**src/rtl/stopwatch_display.sv**
```systemverilog
// Multiplexed 4-digit common-anode 7-segment driver for the stopwatch MM:SS.
// Ports: clk, reset_n (async low); seconds/minutes/run in; seg/an/dp out (active-low).
module stopwatch_display #(
    parameter int SCAN_DIV     = 1000,
    parameter int BLINK_FRAMES = 32
) (
    input  logic       clk,
    input  logic       reset_n,
    input  logic [5:0] seconds,
    input  logic [5:0] minutes,
    input  logic       run,
    output logic [6:0] seg,
    output logic [3:0] an,
    output logic       dp
);

    localparam int DW = (SCAN_DIV > 1) ? $clog2(SCAN_DIV) : 1;
    localparam int FW = $clog2(BLINK_FRAMES + 1);
    localparam logic [DW-1:0] DIV_MAX = DW'(SCAN_DIV - 1);
    localparam logic [FW-1:0] FR_MAX = FW'(BLINK_FRAMES - 1);
    localparam logic [6:0] DASH = 7'b0111111;

    typedef enum logic [1:0] {IDLE, CONV, DONE} state_t;

    logic [DW-1:0] div_cnt;
    logic [1:0]    dig;
    logic          wrap;
    logic          boundary;

    state_t      state;
    logic [2:0]  cnt;
    logic [5:0]  cap_sec;
    logic [5:0]  cap_min;
    logic        cap_run;
    logic [13:0] sr_s;
    logic [13:0] sr_m;

    logic [7:0] sh_s;
    logic [7:0] sh_m;
    logic       sh_s_bad;
    logic       sh_m_bad;
    logic       sh_run;

    logic [7:0] disp_s;
    logic [7:0] disp_m;
    logic       disp_s_bad;
    logic       disp_m_bad;
    logic       disp_run;

    logic [FW-1:0] fcnt;
    logic          phase;

    logic [3:0] nib;
    logic       bad;
    logic [6:0] code;
    logic [6:0] seg_n;
    logic [3:0] an_n;
    logic       dp_n;

    // One double-dabble iteration on {tens, ones, binary}.
    function automatic logic [13:0] dd_step(input logic [13:0] r);
        logic [13:0] a;
        a = r;
        if (a[9:6] >= 4'd5)
            a[9:6] = a[9:6] + 4'd3;
        if (a[13:10] >= 4'd5)
            a[13:10] = a[13:10] + 4'd3;
        return a << 1;
    endfunction

    assign wrap     = (div_cnt == DIV_MAX);
    assign boundary = wrap && (dig == 2'd3);

    always_ff @(posedge clk or negedge reset_n) begin
        if (!reset_n) begin
            div_cnt <= '0;
            dig     <= 2'd0;
        end else if (wrap) begin
            div_cnt <= '0;
            dig     <= dig + 2'd1;
        end else begin
            div_cnt <= div_cnt + DW'(1);
        end
    end

    always_ff @(posedge clk or negedge reset_n) begin
        if (!reset_n) begin
            state    <= IDLE;
            cnt      <= 3'd0;
            cap_sec  <= 6'd0;
            cap_min  <= 6'd0;
            cap_run  <= 1'b0;
            sr_s     <= 14'd0;
            sr_m     <= 14'd0;
            sh_s     <= 8'd0;
            sh_m     <= 8'd0;
            sh_s_bad <= 1'b0;
            sh_m_bad <= 1'b0;
            sh_run   <= 1'b0;
        end else begin
            unique case (state)
                IDLE: begin
                    if (boundary) begin
                        cap_sec <= seconds;
                        cap_min <= minutes;
                        cap_run <= run;
                        sr_s    <= {8'd0, seconds};
                        sr_m    <= {8'd0, minutes};
                        cnt     <= 3'd0;
                        state   <= CONV;
                    end
                end
                CONV: begin
                    sr_s <= dd_step(sr_s);
                    sr_m <= dd_step(sr_m);
                    cnt  <= cnt + 3'd1;
                    if (cnt == 3'd5)
                        state <= DONE;
                end
                DONE: begin
                    sh_s     <= sr_s[13:6];
                    sh_m     <= sr_m[13:6];
                    sh_s_bad <= (cap_sec >= 6'd60);
                    sh_m_bad <= (cap_min >= 6'd60);
                    sh_run   <= cap_run;
                    state    <= IDLE;
                end
                default: state <= IDLE;
            endcase
        end
    end

    always_ff @(posedge clk or negedge reset_n) begin
        if (!reset_n) begin
            disp_s     <= 8'd0;
            disp_m     <= 8'd0;
            disp_s_bad <= 1'b0;
            disp_m_bad <= 1'b0;
            disp_run   <= 1'b0;
        end else if (boundary) begin
            disp_s     <= sh_s;
            disp_m     <= sh_m;
            disp_s_bad <= sh_s_bad;
            disp_m_bad <= sh_m_bad;
            disp_run   <= sh_run;
        end
    end

    // Colon: steady while stopped, toggles every BLINK_FRAMES frames while running.
    always_ff @(posedge clk or negedge reset_n) begin
        if (!reset_n) begin
            fcnt  <= '0;
            phase <= 1'b1;
        end else if (!disp_run) begin
            fcnt  <= '0;
            phase <= 1'b1;
        end else if (boundary) begin
            if (fcnt == FR_MAX) begin
                fcnt  <= '0;
                phase <= ~phase;
            end else begin
                fcnt <= fcnt + FW'(1);
            end
        end
    end

    always_comb begin
        nib = 4'd0;
        bad = 1'b0;
        unique case (dig)
            2'd0: begin nib = disp_s[3:0]; bad = disp_s_bad; end
            2'd1: begin nib = disp_s[7:4]; bad = disp_s_bad; end
            2'd2: begin nib = disp_m[3:0]; bad = disp_m_bad; end
            2'd3: begin nib = disp_m[7:4]; bad = disp_m_bad; end
            default: ;
        endcase
    end

    always_comb begin
        code = 7'b1111111;
        case (nib)
            4'd0: code = 7'b1000000;
            4'd1: code = 7'b1111001;
            4'd2: code = 7'b0100100;
            4'd3: code = 7'b0110000;
            4'd4: code = 7'b0011001;
            4'd5: code = 7'b0010010;
            4'd6: code = 7'b0000010;
            4'd7: code = 7'b1111000;
            4'd8: code = 7'b0000000;
            4'd9: code = 7'b0010000;
            default: code = 7'b1111111;
        endcase
        seg_n = bad ? DASH : code;
        an_n  = ~(4'b0001 << dig);
        dp_n  = !((dig == 2'd2) && phase);
    end

    always_ff @(posedge clk or negedge reset_n) begin
        if (!reset_n) begin
            seg <= 7'b1111111;
            an  <= 4'b1111;
            dp  <= 1'b1;
        end else begin
            seg <= seg_n;
            an  <= an_n;
            dp  <= dp_n;
        end
    end

endmodule

```
**config.mk**
```make
export PLATFORM = sky130hd
export DESIGN_NAME = stopwatch_display
export DESIGN_NICKNAME = d
export VERILOG_FILES = /design/src/rtl/stopwatch_display.sv
export SDC_FILE = /design/constraint.sdc
export NUM_CORES = 1
export LEC_CHECK = 0
export ABC_AREA = 0
export CAP_MARGIN = 5
export CORE_UTILIZATION = 40
export CTS_CLUSTER_DIAMETER = 60
export DETAILED_ROUTE_END_ITERATION = 10
export PLACE_DENSITY = 0.62
export SYNTH_ARGS = -nofsm -noshare
export SYNTH_HDL_FRONTEND = slang
export SYNTH_SLANG_ARGS = --single-unit
```
**constraint.sdc**
```tcl
create_clock -name clk -period 2.8 [get_ports clk]
set_input_delay 0.84 -clock clk [delete_from_list [all_inputs] [get_ports clk]]
set_output_delay 0.84 -clock clk [all_outputs]
set_load 0.1 [all_outputs]
```
==> impl_metrics.toml, run 1 <==
[floorplan]
core_area_um2 = 12200
die_w_um = 114
start_util = 0.414
rows = 40
die_h_um = 114
io_pins = 27
die_area_um2 = 13000

[worst_setup_path]
cp-startpoint = "dig[0]"
path_depth = 5
setup.worst_path.start_class = "flop"
r2r_cells = 5
rrSetupSlack_ps = 580
crit_end = "sr_m[2]"
cp_cell_sequence = "ha_1, nor2b_1, and4_1, nor2_4, mux2_2"
crit_type = "reg2reg"
r2r_end = "sr_m[2]"
cp_slowest_stage_delay_ps = 470
cp_max_fo = 22
cp.buffers_inverters = 0
endpoint_kind = "flop"
timing.rr.start = "dig[0]"
cpMaxStageDelayCell = "nor2_4"
cp.required_ps = 3040
arrival_ps = 2460
cp_top_family = "simple AND/OR/NAND/NOR gates"

[clock_tree]
cts_hold_buf = 0
clockBufferDepth = 2
clkLatencyLatePin_ps = 350
cts_root_buffer = "clkbuf_16"
clock-sinks = 111
cts_max_level = 3
path_clk_slew_ps = 70
ctsResizeCount = 0
cts_tree = "yes"
cts-buffers-inserted = 9
cts_setup_buffers = 0

[cells_and_area]
nNetsFinal = 489
drive_gt1_frac = 0.223
syn_to_final_growth_pct = 14.1
num_antenna_cells = 0

[pwr]
p_leak_nw = 2.61
ir_drop_mv = 0.266
power_density_nw_per_um2 = 511
power.total_w = 0.00294

[drt]
first_iter_violations = 180
wl_um = 9000
firstDrtPassIters = 4
vias = 3208
final_antenna_net_count = 0
drc = 0
avgViaCountPerCell = 5.10
post_drt_wl_per_cell_um = 14.3

[sta]
clock_skew_ps = 6.41
fin_crit_sh = 0.794
relSlewSlack = 0.420
fin_tns_setup_ps = 0
finalMaxSlewViolations = 0
max_freq_mhz = 450
setup_viol = 0
hold_viol = 0
period_minus_slack_ps = 2220
worst_pin_slew_ps = 870
rsz0062_at_grt = "no"

[grt]
grt_usage = 0.154
antenna_found_initial = 0
grt_remaining_overflow = 0
grt_pass1_wl_um = 15600
grt_max_degree = 49
grt_pass1_vias = 3291

[placed_design]
gp_congestion = 0.731
post-dp-hpwl_um = 6340
port_buffers = 26

[yosys]
netlist_area_um2 = 5040
synth_area_leaders = "dfrtp_1, mux2_2, dfstp_2"
yosysUniqueCellTypes = 43
ys_seq_area_frac = 0.555
ys_ff_latch = 111
synth_ff_type = "dfrtp_1"
synth_top_area_frac = 0.487
ys_top_cells_by_count = "dfrtp_1, mux2_2, nand2_1"
yosys_warnings = 0
async_reset_ff_frac = 1.00
synth-edff-count = 0
avgSynthCellArea_um2 = 11.7
synth.largest_area_cell = "dfrtp_1"
syn-num-nets = 463
syn_inst = 430
yosysMostFrequentCell = "dfrtp_1"

[flow_run]
cap_violations = 0

[run_status]
status = "finished, final reports clean"

[worst_hold_path]
hp-class = "in2async"
## report_power, final
group | switching [W] | internal [W]
combinational | 0.0000396 | 0.0000283
clock | 0.000560 | 0.000694
sequential | 0.00000336 | 0.00161
## sequential cells by signal, summed over array words and instances, names as in the netlist, 4 cells and up
register / flops
disp_m: 8
sh_s: 8
an: 4
cap_min: 4
sr_s: 14
cap_sec: 4
seg: 7
div_cnt: 10
sr_m: 14
disp_s: 8
fcnt: 6
sh_m: 8
## layout by cell type (no fill, tap or decap), types with 9 or more instances in the layout
cell             synthesis  routed
or3_1                    9       9
a22o_1                  13      13
clkdlybuf4s50_1          0      13
clkbuf_16                0       9
mux2_2                  52      52
nor2_1                  10      10
dfrtp_1                 98      98
ha_1                    18      18
dfstp_2                 13      13
buf_4                    1      19
inv_1                   22      22
o21ai_0                 25      25
a21oi_1                 16      16
nand2_1                 51      51
## final cells by class
cell class              instances  area, um2
clock buffers                  11        233
inverters                      22       82.6
repair buffers                 33        293
clock inverters                 5       58.8
multi-input cells             279       2080
well taps                     168        210
flip-flops and latches        111       2790
fillers                      1101       6410
## worst min path at each step
stage              end  slack, ps  depth (start not counted)
6_report       fcnt[4]        440                          1
5_1_grt        fcnt[4]        470                          1
4_1_cts        fcnt[4]        450                          1
3_5_place_dp        dp        440                          1
3_3_place_gp        dp        440                          1
2_1_floorplan       dp        420                          1
## per-layer routing
metal	wire, um	share of wire	track usage	vias up
met5	0	0	0	-
met3	315	0.035	0.0424	9
li1	-	-	-	1559
met4	107	0.012	0.0597	0
met2	4260	0.47	0.251	50
met1	4320	0.48	0.193	1590
## per-stage QoR
| stage | setup WS (ps) | util | hold slack, ps | instance area [um2] | std cells |
|---|---|---|---|---|---|
| floorplan | 808 | - | 424 | 5040 | 430 |
| global placement | 648 | 0.449 | 435 | 5460 | 613 |
| detailed placement | 589 | 0.449 | 436 | 5460 | 613 |
| CTS | 576 | 0.473 | 448 | 5750 | 629 |
| global route | 314 | 0.473 | 470 | 5750 | 629 |
| finish | 578 | 0.473 | 444 | 5750 | 629 |
## kinds of logic after synthesis
family,Yosys count,synth area share
xor+xnor,14,0.0243
buf+inv,40,0.0333
flops,111,0.555
compound gates,74,0.0981
mux,61,0.135
fa+ha+maj,18,0.0447
simple gates,112,0.110
Note: power is estimated with default switching activity, not from simulation.
==> inputs of run 2 (changes only) <==
- PLACE_DENSITY: 0.62 -> 0.64
- clock period: 2.8 -> 1.82 ns (I/O delays scaled with it)
==> run 2 against run 1 <==
  * The flow now finishes with violations (setup timing)
  * Clock skew rose by 2.3 ps
  * Combinational power is 63% higher
  * First-iteration DRC count is 13% lower
  * Design area increased by 10%
==> impl_metrics.toml, run 2 (synthesized netlist as in run 1, its figures left out) <==
[run_status]
status = "finished with violations"
violations = "setup timing"

[worst_setup_path]
r2r_cells = 8
rrSetupSlack_ps = -90
cp_max_fo = 5
timing.rr.start = "dig[0]"
endpoint_kind = "flop"
cp.required_ps = 2080
arrival_ps = 2160
crit_type = "reg2reg"
cp-startpoint = "dig[0]"
setup.worst_path.start_class = "flop"
r2r_end = "seg[3]"

[clock_tree]
path_clk_slew_ps = 70
clockBufferDepth = 2
clkLatencyLatePin_ps = 340
cts_tree = "yes"
cts-buffers-inserted = 9
cts_root_buffer = "clkbuf_16"
cts_max_level = 3
clock-sinks = 111

[sta]
relSlewSlack = 0.687
setup_viol = 5
worst_pin_slew_ps = 466
clock_skew_ps = 8.69
hold_viol = 0
worst_slack_ps = -85.9
rsz0062_at_grt = "yes"
max_freq_mhz = 525
period_minus_slack_ps = 1910
finalMaxSlewViolations = 0
fin_crit_sh = 1.05

[placed_design]
port_buffers = 26
dpl_cell_area_um2 = 5850
post-place-ws_ps = -178
gp_congestion = 0.786
post-dp-hpwl_um = 6710

[pwr]
switching_share = 0.196
power_density_nw_per_um2 = 748
p_int_w = 0.00381
comb_power_share = 0.023
p_leak_nw = 2.87
p_clk_frac = 0.452
seq_power_share = 0.524
p_sw_w = 0.000928
ir_drop_mv = 0.435

[drt]
avgViaCountPerCell = 5.10
vias = 3369
post_drt_wl_per_cell_um = 14.4
drc = 0
firstDrtPassIters = 5
wl_um = 9480
first_iter_violations = 156
final_antenna_net_count = 0

[grt]
grt_remaining_overflow = 0
grt_pass1_vias = 3380
antenna_found_initial = 0
grt_max_degree = 46
grt_usage = 0.158
grt_pass1_wl_um = 16200

[floorplan]
die_h_um = 114
io_pins = 27
rows = 40
start_util = 0.414
die_area_um2 = 13000
die_w_um = 114
core_area_um2 = 12200

[cells_and_area]
final_cell_mix = "dfrtp_1, mux2_2, nand2_1"
nNetsFinal = 521
num_antenna_cells = 0
drive_gt1_frac = 0.317
filler_cell_count = 1036
design_area_um2 = 6330
top_regs = "sr_m (14), sr_s (14), div_cnt (10)"
syn_to_final_growth_pct = 25.8
final_common_cell = "dfrtp_1"
utilization = 0.521

[flow_run]
cap_violations = 0

[worst_hold_path]
hp-class = "in2async"
[run 2: changes by cell type in the layout (fill, tap and decap cells not counted), sizes merged]
cell      delta
bufinv       +1
clkinv       -1
clkinvlp     -2
inv          +1
buf         +32
[run 2: through the flow]
stage | hold WS (ps) | setup TNS, ps | total power, W | std cells
6_report | 17.4 | -270 | 0.00473 | 660
5_1_grt | 9.38 | -930 | 0.00491 | 660
4_1_cts | 13.8 | -211 | 0.00479 | 655
3_5_place_dp | 385 | -810 | 0.00264 | 637
3_3_place_gp | 382 | -103 | 0.00264 | 637
2_1_floorplan | 250 | -386 | 0.00255 | 430
[run 2: worst max-delay path, stage by stage (launching register included)]
cell and delay [ps]:
dfrtp_1 430, inv_2 80, ha_4 180, a222oi_1 310, mux2_4 240, inv_2 50
ha_2 320, a21oi_1 60, nand3b_1 160
[run 2: repair_timing]
item	CTS	global route
endpoints found under the setup margin	21	21
hold endpoints to repair	0	0
gates resized for setup	16	12
hold buffers	0	0
pin swaps	5	4
buffers inserted	3	4
cloned	0	1
[run 2: worst max path at each step]
stage / end / slack (ps)
4_1_cts: seg[3] / -90
6_report: seg[3] / -90
3_3_place_gp: seg[3] / -40
2_1_floorplan: sr_s[3] / -100
5_1_grt: seg[3] / -200
3_5_place_dp: seg[3] / -180
[run 2: metal layers]
layer  global-route usage  share of wire
met1                0.202           0.47
met5                    0              0
met4               0.0563          0.013
met2                0.264           0.49
met3               0.0355          0.030
[run 2: power by group through the flow]
| stage | logic, W | clock network [W] | registers [W] |
|---|---|---|---|
| after detailed placement | 0.000116 | 0 | 0.00253 |
| after floorplan | 0.0000181 | 0 | 0.00253 |
| after global placement | 0.000113 | 0 | 0.00253 |
| after global routing | 0.000128 | 0.00230 | 0.00248 |
| after CTS | 0.000117 | 0.00219 | 0.00248 |
| final | 0.000111 | 0.00214 | 0.00248 |
[run 2: layout make-up]
type,count,area (um2),area share
Inverter,22,82.6,0.0130
Multi-Input combinational cell,279,2180,0.344
Tap cell,168,210,0.0332
Clock inverter,4,77.6,0.0122
Clock buffer,11,253,0.0399
Timing Repair Buffer,65,738,0.117
Sequential cell,111,2800,0.441
==> inputs of run 3 (changes only) <==
- CAP_MARGIN: 5 -> 20
==> results of run 3 <==
Final layout, timing and power as in run 2 (identical DEF).
